<file path="config.mk">
export PLATFORM = sky130hd
export DESIGN_NAME = uart_rx_fifo
export DESIGN_NICKNAME = d
export VERILOG_FILES = /design/src/rtl/uart_rx_fifo.sv
export SDC_FILE = /design/constraint.sdc
export NUM_CORES = 1
export LEC_CHECK = 0
export CORE_AREA = 4 4 105 107
export CTS_CLUSTER_SIZE = 12
export DETAILED_ROUTE_END_ITERATION = 16
export DIE_AREA = 0 0 109 111
export DONT_BUFFER_PORTS = 1
export GPL_ROUTABILITY_DRIVEN = 0
export PLACE_DENSITY = 0.74
export SLEW_MARGIN = 40
export SYNTH_ARGS = -nofsm -noshare
export SYNTH_HDL_FRONTEND = slang
export SYNTH_SLANG_ARGS = --single-unit
</file>
<file path="constraint.sdc">
create_clock -name clk -period 2.5 [get_ports clk]
set_input_delay 0.75 -clock clk [delete_from_list [all_inputs] [get_ports clk]]
set_output_delay 0.75 -clock clk [all_outputs]
set_load 0.01 [all_outputs]
</file>
<file path="src/rtl/uart_rx_fifo.sv">
// Receive-side circular FIFO behind the UART receiver. The read port is first-word-fall-through.
// Status flags are registered, and a sticky overrun flag marks any dropped byte.
module uart_rx_fifo #(
    parameter int DATA_WIDTH  = 8,
    parameter int DEPTH       = 16,
    parameter int ADDR_WIDTH  = 4,
    parameter int AFULL_LEVEL = 12
) (
    input  logic                  clk,
    input  logic                  rst_n,
    input  logic [DATA_WIDTH-1:0] wr_data,
    input  logic                  wr_valid,
    input  logic                  rd_en,
    output logic [DATA_WIDTH-1:0] rd_data,
    output logic                  empty,
    output logic                  full,
    output logic                  almost_full,
    output logic [ADDR_WIDTH:0]   count,
    output logic                  overrun,
    input  logic                  ovr_clr
);

    localparam logic [ADDR_WIDTH:0] DEPTH_C = (ADDR_WIDTH+1)'(DEPTH);
    localparam logic [ADDR_WIDTH:0] AFULL_C = (ADDR_WIDTH+1)'(AFULL_LEVEL);

    logic [DATA_WIDTH-1:0] mem [DEPTH];
    logic [ADDR_WIDTH-1:0] wr_ptr;
    logic [ADDR_WIDTH-1:0] rd_ptr;
    logic                  wr_acc;
    logic                  rd_acc;
    logic                  ovr_set;
    logic [ADDR_WIDTH:0]   count_nxt;

    // A read in the same cycle frees a slot, so a full FIFO still accepts the write.
    always_comb begin
        rd_acc  = rd_en && !empty;
        wr_acc  = wr_valid && (!full || rd_en);
        ovr_set = wr_valid && full && !rd_en;
    end

    always_comb begin
        count_nxt = count;
        if (wr_acc && !rd_acc) begin
            count_nxt = count + (ADDR_WIDTH+1)'(1);
        end else if (rd_acc && !wr_acc) begin
            count_nxt = count - (ADDR_WIDTH+1)'(1);
        end
    end

    always_ff @(posedge clk or negedge rst_n) begin
        if (!rst_n) begin
            wr_ptr      <= '0;
            rd_ptr      <= '0;
            count       <= '0;
            empty       <= 1'b1;
            full        <= 1'b0;
            almost_full <= 1'b0;
        end else begin
            if (wr_acc) begin
                wr_ptr <= wr_ptr + ADDR_WIDTH'(1);
            end
            if (rd_acc) begin
                rd_ptr <= rd_ptr + ADDR_WIDTH'(1);
            end
            count       <= count_nxt;
            empty       <= (count_nxt == '0);
            full        <= (count_nxt == DEPTH_C);
            almost_full <= (count_nxt >= AFULL_C);
        end
    end

    // Storage is deliberately left out of reset.
    always_ff @(posedge clk) begin
        if (wr_acc) begin
            mem[wr_ptr] <= wr_data;
        end
    end

    // A new overrun in the same cycle as ovr_clr keeps the flag set.
    always_ff @(posedge clk or negedge rst_n) begin
        if (!rst_n) begin
            overrun <= 1'b0;
        end else if (ovr_set) begin
            overrun <= 1'b1;
        end else if (ovr_clr) begin
            overrun <= 1'b0;
        end
    end

    always_comb begin
        rd_data = '0;
        if (!empty) begin
            rd_data = mem[rd_ptr];
        end
    end

endmodule
</file>
=== After elaboration in Yosys (flattened, before gate mapping) ===
Memory sizes are Yosys's and may differ from the RTL's.
Index checks and enable logic that the tools add are counted.

* Bits in registers: 17
* Memory bits (writable): 128
* Bits of input ports: 13
* Memories kept: 1
* Output and inout bits: 17

{| class="wikitable"
|+ Memory list
! memory !! depth !! width !! read ports !! clocked after memory_dff !! write ports !! line !! text
|-
| mem || 16 || 8 || 1 || 0 || 1 || 26 || <nowiki>logic [DATA_WIDTH-1:0] mem [DEPTH];</nowiki>
|}

* Equal/unequal tests: 1
* Reductions and logical operators: 14
* Add/subtract/negate cells: 4
* Magnitude comparators: 1
* Mux-type cells: 7

{| class="wikitable"
|+ Operator list
! kind !! count
|-
| $mux 5 || 2
|-
| $add 4x1->4 const B || 2
|-
| $mux 8 || 1
|-
| $logic_and 1x1->1 || 6
|-
| $add 5x1->5 const B || 1
|-
| $eq 5x5->1 const B || 1
|-
| $ge 5x4->1 const B || 1
|-
| $logic_not 1->1 || 5
|-
| $logic_not 5->1 || 1
|-
| $sub 5x1->5 const B || 1
|-
| $mux 1 || 4
|-
| $reduce_bool 2->1 || 1
|-
| $logic_or 1x1->1 || 1
|}

=== Logic depth before layout (Yosys ltp) ===
* Word-level depth: 8
* Gate-level depth with buffers: 6
* Gate-level depth less buffers: 6

=== Worst setup path before layout ===
Ideal clock, no wire load.

* Path kind: in2reg
* Start point: in wr_valid
* End point: mem mem[2][0], enable pin
* Cell stages on the path: 3
* Buffers on the path: 1
* Arrival: 2.005 ns
* Data required time: 2.105 ns
* Setup slack: 0.101 ns
* Cells stage by stage: clkbuf_1 > nand2_1 > nor4_1

* Cells in the longest elaborated chain, start to end: 3

{| class="wikitable"
|+ Ends and longest elaborated chain
! element !! line !! text
|-
| start, declared || 12 || <nowiki>input logic wr_valid,</nowiki>
|-
| $logic_and 1x1->1 || 37 || <nowiki>wr_acc = wr_valid && (!full || rd_en);</nowiki>
|-
| $mux 1 || 74 || <nowiki>if (wr_acc) begin</nowiki>
|-
| $mux 1 (not written as such) || 75 || <nowiki>mem[wr_ptr] <= wr_data;</nowiki>
|-
| end, declared || 26 ||
|}

No other way between the ends.

=== Worst setup path in the final report ===
* Start point: reg rd_ptr[0]
* End point: out rd_data[0]

* Cells in the longest elaborated chain, start to end: 2

{| class="wikitable"
|+ Ends and longest elaborated chain
! element !! line !! text
|-
| start, declared || 28 || <nowiki>logic [ADDR_WIDTH-1:0] rd_ptr;</nowiki>
|-
| start signal, assigned || 63 || <nowiki>rd_ptr <= rd_ptr + ADDR_WIDTH'(1);</nowiki>
|-
| $mem_v2 16x8 || -- ||
|-
| $mux 8 || 92 || <nowiki>if (!empty) begin</nowiki>
|-
| end, declared || 14 || <nowiki>output logic [DATA_WIDTH-1:0] rd_data,</nowiki>
|}

No other way between the ends.

==> flow_summary.toml <==
[synthesis]
synth_area_leaders = "edfxtp_1 (65%), mux4_2 (12%), dfrtp_1 (6.8%)"
yosysMostFrequentCell = "edfxtp_1"
syn_avg_cell_area_um2 = 19.19
syn_area_mm2 = 0.005912
synth_top_area_share_pct = 65.02
synth_fp_nets = 328
yosysSeqAreaShare_pct = 72.23
synth_ff_type = "edfxtp_1"
synth_edf_count = 128
synth_common_cells = "edfxtp_1 (128), mux4_2 (32), dfrtp_1 (16), mux2i_1 (16), inv_1 (11)"
yosys.area.top_type = "edfxtp_1"
ys_seq_elements = 145
synth_warnings = 0
synth_cell_type_count = 40
synth_cells = 308
synthArstFlopShare_pct = 11.72

[detailed_routing]
met3_length_um = 938
finalWirelength_mm = 11.89
routedWlPerCell_um = 23.98
drc = 0
ant_nets = 0
top_layer = "met4"
m1WireLength_mm = 4.625
routed-wl-met2_mm = 6.035
via_count = 2983
vias_per_cell = 6.014
drt_iter0_drc = 215
dr.pass1.iters = 5

[power_and_ir_drop]
power.switching_mw = 2.504
clkPwrFrac_pct = 28.1
swShare_pct = 30.12
seqPwrFrac_pct = 39.5
comb_power_share_pct = 32.5
p_leak_nw = 2.426
internal-power_mw = 5.809
peakVddDrop_v = 0.0007543
power_density_mw_per_mm2 = 1187

[sta]
setup_slack_ps = -415.1
setup_viol = 8
slew_headroom_pct = 52.15
skew_ps = 5.422
rsz0062_at_grt = "yes"
maxSlewViolCount = 0
fin_crit_sh_pct = 116.6
tightest_slew_ps = 715.4
max_freq_mhz = 343.0
hold_viol = 0
layout_min_cycle_time_ps = 2915

[critical_path]
cp_cell_sequence = "buf_12 -> mux4_2 -> mux2i_2 -> o22ai_2 -> buf_4"
path_class = "flip-flop to output port"
cp-end-kind = "output port"
arrival_ps = 2170
crit_fanout = 11
startpoint = "rd_ptr[0]"
r2r_start = "full"
worst_path_max_delay_cell = "mux4_2"
crit_family = "multiplexers"
slowest_delay_ps = 530
path_buf_inv = 2
cp-start-kind = "flip-flop"
required_ps = 1750

[grt]
grt_pass1_wl_mm = 18.47
grt_util_all_layers_pct = 21.65
grt_pass1_vias = 3208
grt_max_degree = 17
antenna_found_initial = 0
grt.overflow.total = 0

[cts]
cts_buffers = 17
clock_latency_ps = 520
htreeDepth = 4
clk_pin_slew_worst_paths_ps = 60
cts_num_sinks = 145
cts_tree = "built"
clockRootBuffer = "clkbuf_8"
clockBufferDepth = 2

[cells_and_area]
diodes = 0
utilization_pct = 69.10
area_growth_pct = 18.50
drive_gt1_share_pct = 33.06
final_net_count = 367
finalInstanceArea_mm2 = 0.007005

[floorplan]
std_cell_rows = 37
initial_core_util_pct = 58.31
die_h_um = 111
core_area_mm2 = 0.01014
die_area_mm2 = 0.01210
die_x_um = 109
io_pins = 30

[place]
dpl.hpwl_mm = 7.323
placed_area_mm2 = 0.006330
portBuffers = 0

[status]
status = "complete, but fails checks"
failed_checks = "negative setup slack"

[flow_run]
cap_viol_max_count = 0

[hold_path]
hold_class = "input pin to async pin"
-- metal layers --
metal	track usage [%]	vias to the layer above
li1	-	1309
met1	28.65	1516
met2	33.82	133
met3	6.232	25
met4	8.838	0
met5	0	-
-- area by class of cell --
type	instances	area [µm²]
fillers	607	3133
repair buffers	36	372.9
flip-flops and latches	145	4273
clock buffers	18	417.9
multi-input cells	136	1588
well taps	136	170.2
clock inverters	14	142.6
inverters	11	41.29
-- registers in the layout, summed over array words and instances (netlist names) --
signal,flops
mem,128
count,5
rd_ptr,4
wr_ptr,4
almost_full,1
empty,1
full,1
overrun,1
-- worst paths after layout --
kind | slack, ps | depth (start not counted) | end
setup / recovery | -420 | 5 | rd_data[0]
setup reg to reg | 580 | 6 | mem[6][1]
hold reg to reg | 540 | 1 | rd_ptr[2]
hold / removal | 60 | 0 | empty
max in group asynchronous | 1280 | 1 | rd_ptr[1]
min in group clk | 320 | 0 | mem[14][7]
-- timing repair --
item	4_1_cts	5_1_grt
hold buffers	1	0
resized for setup	6	2
endpoints found under the setup margin	8	8
hold endpoints to repair	16	0
setup buffers	3	1
gates cloned	1	0
-- layout by cell type, fill, tap and decap left out, types with 3 or more instances in the layout --
master and n:
and2_1 10, buf_12 6, buf_4 28, clkbuf_16 16, clkinv_2 3, clkinv_4 3
clkinvlp_4 5, dfrtp_1 14, edfxtp_1 128, ha_1 7, inv_1 11, mux2i_1 10
mux2i_2 6, mux4_2 32, nand2_1 6, nand2b_1 4, nand3_1 3, nand4_1 3
nor2_1 8, nor4_2 4, o21ai_0 3, o22ai_1 8, xnor2_1 6
-- metrics by stage --
step                instances  hold slack (ps)  setup TNS (ps)  setup WS [ps]  power [mW]
finish                    496            64.88           -3133         -415.1       8.314
global route              496            45.56           -3684         -487.6       8.701
CTS                       495            48.33           -3326         -451.5       8.318
detailed placement        458            454.9               0          19.20       5.773
global placement          458            454.9               0          17.26       5.710
floorplan                 308            454.4               0          100.7       4.901
-- power by group through the flow --
stage                     logic [mW]  clock network [mW]  registers, mW
after floorplan                 1.73                   0           3.18
after global placement          2.42                   0           3.29
after detailed placement        2.46                   0           3.31
after CTS                       2.68                2.36           3.28
after global routing            2.90                2.49           3.31
final                           2.70                2.33           3.28
-- worst register-to-register path: cells and delay by family (launching register included) --
| kind | cells | cell delay (ps) |
|---|---|---|
| buf+inv | 1 | 170 |
| simple gates | 5 | 1020 |
| flops | 1 | 440 |
-- kinds of logic (layout without fill, tap and decap cells) --
family / Yosys count / after routing / share of synthesized area [%]
and+or+nand+nor: 47 / 47 / 4.804
AOI/OAI and AO/OA: 25 / 25 / 3.132
muxes: 49 / 49 / 15.09
adders and majority gates: 7 / 7 / 1.481
DFF: 145 / 145 / 72.23
xor gates and xnor gates: 8 / 8 / 1.439
buffers and inverters: 27 / 79 / 1.820
Power figures use the tool's default switching activity.
